===== config.mk =====
export PLATFORM = sky130hd
export DESIGN_NAME = timer_arbiter
export DESIGN_NICKNAME = d
export VERILOG_FILES = /design/src/rtl/timer_arbiter.sv
export SDC_FILE = /design/constraint.sdc
export NUM_CORES = 1
export LEC_CHECK = 0
export ABC_AREA = 1
export BUFFER_PORTS_ARGS = -buffer_cell sky130_fd_sc_hd__buf_2
export CORE_UTILIZATION = 48
export DETAILED_ROUTE_END_ITERATION = 16
export PLACE_DENSITY = 0.73
export SLEW_MARGIN = 20
export SYNTH_ARGS = -nofsm -noshare
export SYNTH_HDL_FRONTEND = slang
export SYNTH_SLANG_ARGS = --single-unit

===== constraint.sdc =====
create_clock -name i_clk -period 1.8 [get_ports i_clk]
set_input_delay 0.18 -clock i_clk [delete_from_list [all_inputs] [get_ports i_clk]]
set_output_delay 0.18 -clock i_clk [all_outputs]
set_load 0.01 [all_outputs]

===== src/rtl/timer_arbiter.sv =====
// Shares the single 1 Hz seconds timer between two requesters with round-robin
// fairness, counts elapsed seconds from flash toggles and pulses done on completion.
module timer_arbiter #(
  parameter int SEC_W = 4
) (
  input  logic             i_clk,
  input  logic             i_rst,
  input  logic             i_req0,
  input  logic             i_req1,
  input  logic [SEC_W-1:0] i_dur0,
  input  logic [SEC_W-1:0] i_dur1,
  input  logic             i_flash_in,
  output logic             o_timer_en,
  output logic             o_grant0,
  output logic             o_grant1,
  output logic             o_done0,
  output logic             o_done1,
  output logic [SEC_W-1:0] o_sec_left,
  output logic             o_busy
);

  typedef enum logic [1:0] {
    ST_IDLE,
    ST_RUN,
    ST_DONE
  } state_t;

  state_t           r_state;
  state_t           w_state_n;
  logic             r_flash_q;
  logic             r_last;
  logic             w_last_n;
  logic             r_timer_en;
  logic             w_timer_en_n;
  logic             r_grant0;
  logic             w_grant0_n;
  logic             r_grant1;
  logic             w_grant1_n;
  logic             r_done0;
  logic             w_done0_n;
  logic             r_done1;
  logic             w_done1_n;
  logic [SEC_W-1:0] r_sec_left;
  logic [SEC_W-1:0] w_sec_left_n;
  logic             r_busy;
  logic             w_busy_n;

  logic             w_tick;
  logic             w_pick1;
  logic [SEC_W-1:0] w_dur;
  logic             w_granted_req;

  // req1 wins when alone, or on a tie when req0 was served last
  assign w_tick        = i_flash_in ^ r_flash_q;
  assign w_pick1       = i_req1 & (~i_req0 | ~r_last);
  assign w_dur         = w_pick1 ? i_dur1 : i_dur0;
  assign w_granted_req = (r_grant0 & i_req0) | (r_grant1 & i_req1);

  always_ff @(posedge i_clk or posedge i_rst) begin
    if (i_rst) begin
      r_state    <= ST_IDLE;
      r_flash_q  <= 1'b0;
      r_last     <= 1'b1;
      r_timer_en <= 1'b0;
      r_grant0   <= 1'b0;
      r_grant1   <= 1'b0;
      r_done0    <= 1'b0;
      r_done1    <= 1'b0;
      r_sec_left <= '0;
      r_busy     <= 1'b0;
    end else begin
      r_state    <= w_state_n;
      r_flash_q  <= i_flash_in;
      r_last     <= w_last_n;
      r_timer_en <= w_timer_en_n;
      r_grant0   <= w_grant0_n;
      r_grant1   <= w_grant1_n;
      r_done0    <= w_done0_n;
      r_done1    <= w_done1_n;
      r_sec_left <= w_sec_left_n;
      r_busy     <= w_busy_n;
    end
  end

  always_comb begin
    w_state_n    = r_state;
    w_last_n     = r_last;
    w_timer_en_n = r_timer_en;
    w_grant0_n   = r_grant0;
    w_grant1_n   = r_grant1;
    w_done0_n    = 1'b0;
    w_done1_n    = 1'b0;
    w_sec_left_n = r_sec_left;
    w_busy_n     = r_busy;

    case (r_state)
      ST_IDLE: begin
        if (i_req0 || i_req1) begin
          w_grant0_n   = ~w_pick1;
          w_grant1_n   = w_pick1;
          w_last_n     = w_pick1;
          w_sec_left_n = w_dur;
          w_busy_n     = 1'b1;
          if (w_dur != '0) begin
            w_state_n    = ST_RUN;
            w_timer_en_n = 1'b1;
          end else begin
            w_state_n = ST_DONE;
            w_done0_n = ~w_pick1;
            w_done1_n = w_pick1;
          end
        end
      end

      ST_RUN: begin
        // abort beats a simultaneous final tick, so no done pulse is issued
        if (!w_granted_req) begin
          w_state_n    = ST_IDLE;
          w_grant0_n   = 1'b0;
          w_grant1_n   = 1'b0;
          w_timer_en_n = 1'b0;
          w_sec_left_n = '0;
          w_busy_n     = 1'b0;
        end else if (w_tick) begin
          if (r_sec_left > SEC_W'(1)) begin
            w_sec_left_n = r_sec_left - SEC_W'(1);
          end else begin
            w_state_n    = ST_DONE;
            w_sec_left_n = '0;
            w_timer_en_n = 1'b0;
            w_grant0_n   = 1'b0;
            w_grant1_n   = 1'b0;
            w_done0_n    = r_grant0;
            w_done1_n    = r_grant1;
          end
        end
      end

      ST_DONE: begin
        // one cycle with the timer disabled lets the clock driver clear flash
        w_state_n    = ST_IDLE;
        w_grant0_n   = 1'b0;
        w_grant1_n   = 1'b0;
        w_timer_en_n = 1'b0;
        w_sec_left_n = '0;
        w_busy_n     = 1'b0;
      end

      default: begin
        w_state_n = ST_IDLE;
      end
    endcase
  end

  assign o_timer_en = r_timer_en;
  assign o_grant0   = r_grant0;
  assign o_grant1   = r_grant1;
  assign o_done0    = r_done0;
  assign o_done1    = r_done1;
  assign o_sec_left = r_sec_left;
  assign o_busy     = r_busy;

endmodule


# Word-level counts from Yosys, hierarchy flattened
# Index checks and enable logic that the tools add are counted.
# W data, S select, Z words.
# op_classes
n_bitwise	9
n_addsub	1
eq_ne	7
magnitude_cmp	1
n_reduce_logical	10
n_mux	37
# op_table
cell	count
$mux W4	5
$mux W1	19
$pmux W1 S3	4
$pmux W4 S3	1
$mux W2	5
$reduce_and A3 Y1	3
$ne A2 B2 Y1 const B	3
$ne A3 B3 Y1 const B	2
$reduce_and A5 Y1	1
$gt A4 B1 Y1 const B	1
$pmux W1 S2	2
$pmux W2 S2	1
$reduce_and A4 Y1	1
$reduce_bool A4 Y1	1
$sub A4 B1 Y4 const B	1
$and A1 B1 Y1	3
$not A1 Y1	3
$reduce_bool A3 Y1	1
$eq A2 B1 Y1 const B	1
$eq A2 B2 Y1 const B	1
$logic_not A2 Y1	1
$or A1 B1 Y1	2
$reduce_and A2 Y1	1
$logic_or A1 B1 Y1	1
$xor A1 B1 Y1	1
# word_totals
output_inout_bits	10
input_bits	13
regBits	14
wordCells	75

# Depth between registers and ports, before layout
# logic_depth
word_depth	8
ltp_mapped	11
mapped_depth_nobuf	11

# Worst setup path after synthesis
# OpenSTA, ideal clock, no wires.
# synth_timing
path_kind	register to register
startpoint	register r_state[0]
endpoint	register r_sec_left[2], in the netlist o_sec_left[2]
arrival_ps	1274
stages_incl_launch_ff	8
slack_ps	400
period_less_slack_ps	1400
n_path_buf	1
setup_time_ps	126
required_time_ps	1674
cell_sequence	dfrtp_1 > inv_1 > ha_1 > inv_1 > clkbuf_1 > nor2_1 > o21ai_0 > a21oi_1
# synth_between
elab_chain_len	3
word_cells_on_any_way	8
classes_between	eq/ne (4); mux (1); reduce/logical (3)
# synth_rtl
item	line	source
from (decl)	28	state_t r_state;
from (signal assigned)	72	r_state <= w_state_n;
$eq A2 B1 Y1, or another cell as far along	96	case (r_state)
$ne A3 B3 Y1 (no source line), or another cell as far along	-	
$reduce_and A3 Y1 (no source line)	-	
to (signal assigned)	80	r_sec_left <= w_sec_left_n;
to (decl)	43	logic [SEC_W-1:0] r_sec_left;
# Parallel ways exist; a longest one is shown, timed or not.
# A chain may end at the register's enable or synchronous reset.

# Final worst setup path
# layout_timing
startpoint	register r_sec_left[0], in the netlist o_sec_left[0]
endpoint	register r_timer_en, in the netlist o_timer_en
# layout_between
elab_chain_len	3
# layout_rtl
item	line	source
$gt A4 B1 Y1	125	if (r_sec_left > SEC_W'(1)) begin
$ne A3 B3 Y1 (no source line)	-	
$reduce_and A5 Y1 (no source line)	-	
to (signal assigned)	75	r_timer_en <= w_timer_en_n;
to (decl)	33	logic r_timer_en;
# Every way passes these cells.

==> results.tsv <==
metric	value	unit
outcome	finished clean	
hold_start	i_flash_in	
area_growth	18.2	%
dr.pass1.iters	3	
cts_max_level	1	
holdWs	0.0301	ns
path_clk_slew	0.08	ns
rsz0062_at_grt	no	
synth_xor_area_frac	0.00919	
synth_seq_area_share	0.369	
maxCapViolCount	0	
synth.largest_area_cell	dfrtp_1	
worstPathCellList	inv_1 -> ha_1 -> inv_1 -> nand2_1 -> nand2_1 -> nand3_2 -> nand3_1 -> nor2_1 -> nand2_1 -> nand2_1 -> nand2_1	
antenna_cells	0	
worstPathMaxFanout	4	
total_power	1.81	mW
reg2reg_depth	11	
crit_path_frequent_cell	nand2_1	
hpwl	1.56	mm
cts-buffers-inserted	3	
min_path_cells	1	
setup_viol	0	
numPortBuffers	22	
die_y	46.6	µm
crit_arrival	1.70	ns
drc_errors	0	
ios	23	
drive_gt1_frac	0.277	
grt-ovfl-total	0	
holdCritPathClass	primary input to flip-flop	
rrSetupSlack	0.28	ns
cts_sinks	14	
setup_slack	0.284	ns
ys_warn_count	0	
fmax	659	MHz
grt.total_usage	0.221	
dieArea	0.00217	mm²
setup_tns	0	ns
fp.dieW	46.6	µm
cp_top_family	simple AND/OR/NAND/NOR gates	
cp_slowest_cell	dfrtp_1	
r2r_start	o_sec_left[0]	
clockBufferDepth	2	
post_drt_via_cell_ratio	4.86	
critical_path_class	flip-flop to flip-flop	
initial_utilization	0.529	
grt_max_degree	15	
cp.required	1.99	ns
nets	174	
synth_compound_area_frac	0.0958	
placed_cell_area	0.00109	mm²
clkLatencyLatePin	0.29	ns
fin_area	0.00113	mm²
tightestPinTransition	0.542	ns
r2r-end	o_timer_en	
slew_viol_final	0	
antenna_found_initial	0	
root_buffer	clkbuf_4	
grt_pass1_vias	773	
ant_nets	0	
wl	1.92	mm
syn_area	953	µm²
endpoint_kind	flip-flop	
cts_tree	yes	
final_cells	180	
gp_congestion	0.864	
startpoint_type	flip-flop	
slowest_delay	0.42	ns
ir_drop	0.885	mV
cts_resized	0	
synth_top_family_by_area	simple AND/OR/NAND/NOR gates	
relSlewSlack	0.638	
synth_nets	147	
hold_path_end	r_flash_q	
final_core_util	0.626	
p_leak	0.648	nW
synth-simple-area-share	0.374	
coreArea	0.00180	mm²
hold_viol	0	
row_count	15	
synth.most_common_cell	nand2_1	
ys.flop_type	dfrtp_1	
synth_cell_types	23	
synth_area_per_cell	7.39	µm²
muxShareOfSynthArea	0	
synthCells	129	
netlist.area_leader.share	0.341	
period_share	0.842	
synthTopCellsByCount	nand2_1 (29), inv_1 (19), nand3_1 (14), dfrtp_1 (13), nor2_1 (12)	
synthArstFlopShare	1.00	
grt_pass1_wl	3.28	mm
post-place-ws	0.292	ns
wl_per_cell	10.6	µm
min_period	1.52	ns
ys_ff_latch	14	
vias	875	
synthAdderAreaFrac	0.0656	
place_inst	175	
fin_skew	0.00736	ns
synth.area.top_cells	dfrtp_1 (34%), nand2_1 (11%), inv_1 (7.5%)	
cellPowerDensity	1610	mW/mm²
drt_first_iter_violations	6	
synth_edf_count	0	
path_buf_inv	2	
==> sequential cells by signal, summed over array words and instances, names as in the netlist <==
signal / cells
r_flash_q: 1
o_busy: 1
o_sec_left: 4
o_timer_en: 1
o_done0: 1
o_grant1: 1
r_state: 2
o_done1: 1
o_grant0: 1
r_last: 1
==> worst max path at each step <==
stage	start	to	slack, ns	depth (start not counted)
floorplan	r_state[0]	o_sec_left[2]	0.40	7
global placement	o_sec_left[0]	o_timer_en	0.30	11
global route	o_sec_left[0]	o_timer_en	0.11	11
detailed placement	o_sec_left[0]	o_timer_en	0.29	11
CTS	o_sec_left[0]	o_timer_en	0.27	11
finish	o_sec_left[0]	o_timer_en	0.28	11
==> placed cells by master (no fill, tap or decap), drive strengths merged <==
cell,count
nor3,1
ha,5
clkbuf,4
dlygate4sd3,1
o22ai,1
dfstp,1
xnor2,1
dfrtp,13
inv,21
nand2,36
a31oi,1
buf,22
nor2,16
a21oi,8
o21ai,7
nand3,17
==> layout make-up <==
cell class,instances,area [µm²]
inverter,21,78.8
tap,25,31.3
timing repair buffer,23,120
multi-input combinational,93,519
fill,185,674
clock buffer,4,26.3
sequential,14,352
==> report_power, final <==
group | internal, mW | leakage [nW] | switching [mW]
clock | 0.0862 | 0.0150 | 0.101
sequential | 0.454 | 0.174 | 0.0907
combinational | 0.406 | 0.459 | 0.676
total | 0.946 | 0.648 | 0.868
==> repair_timing <==
action                                 in CTS  in global routing
setup buffers                               0                  0
endpoints found under the hold margin      13                  0
hold buffers                                1                  0
==> logic make-up (layout without fill, tap and decap cells) <==
kind of cell | Yosys count | count (layout)
xor gates and xnor gates | 1 | 1
DFF | 14 | 14
and+or+nand+nor | 70 | 70
AOI/OAI and AO/OA | 17 | 17
adders and majority gates | 5 | 5
buffers and inverters | 22 | 48
==> metal layers <==
| layer | up-vias | part of all wire | GRT usage |
|---|---|---|---|
| li1 | 458 | - | - |
| met1 | 394 | 0.46 | 0.271 |
| met2 | 18 | 0.48 | 0.361 |
| met3 | 5 | 0.032 | 0.0471 |
| met4 | 0 | 0.020 | 0.106 |
| met5 | - | 0 | 0 |
No activity file was read; power rests on OpenSTA's default activity.
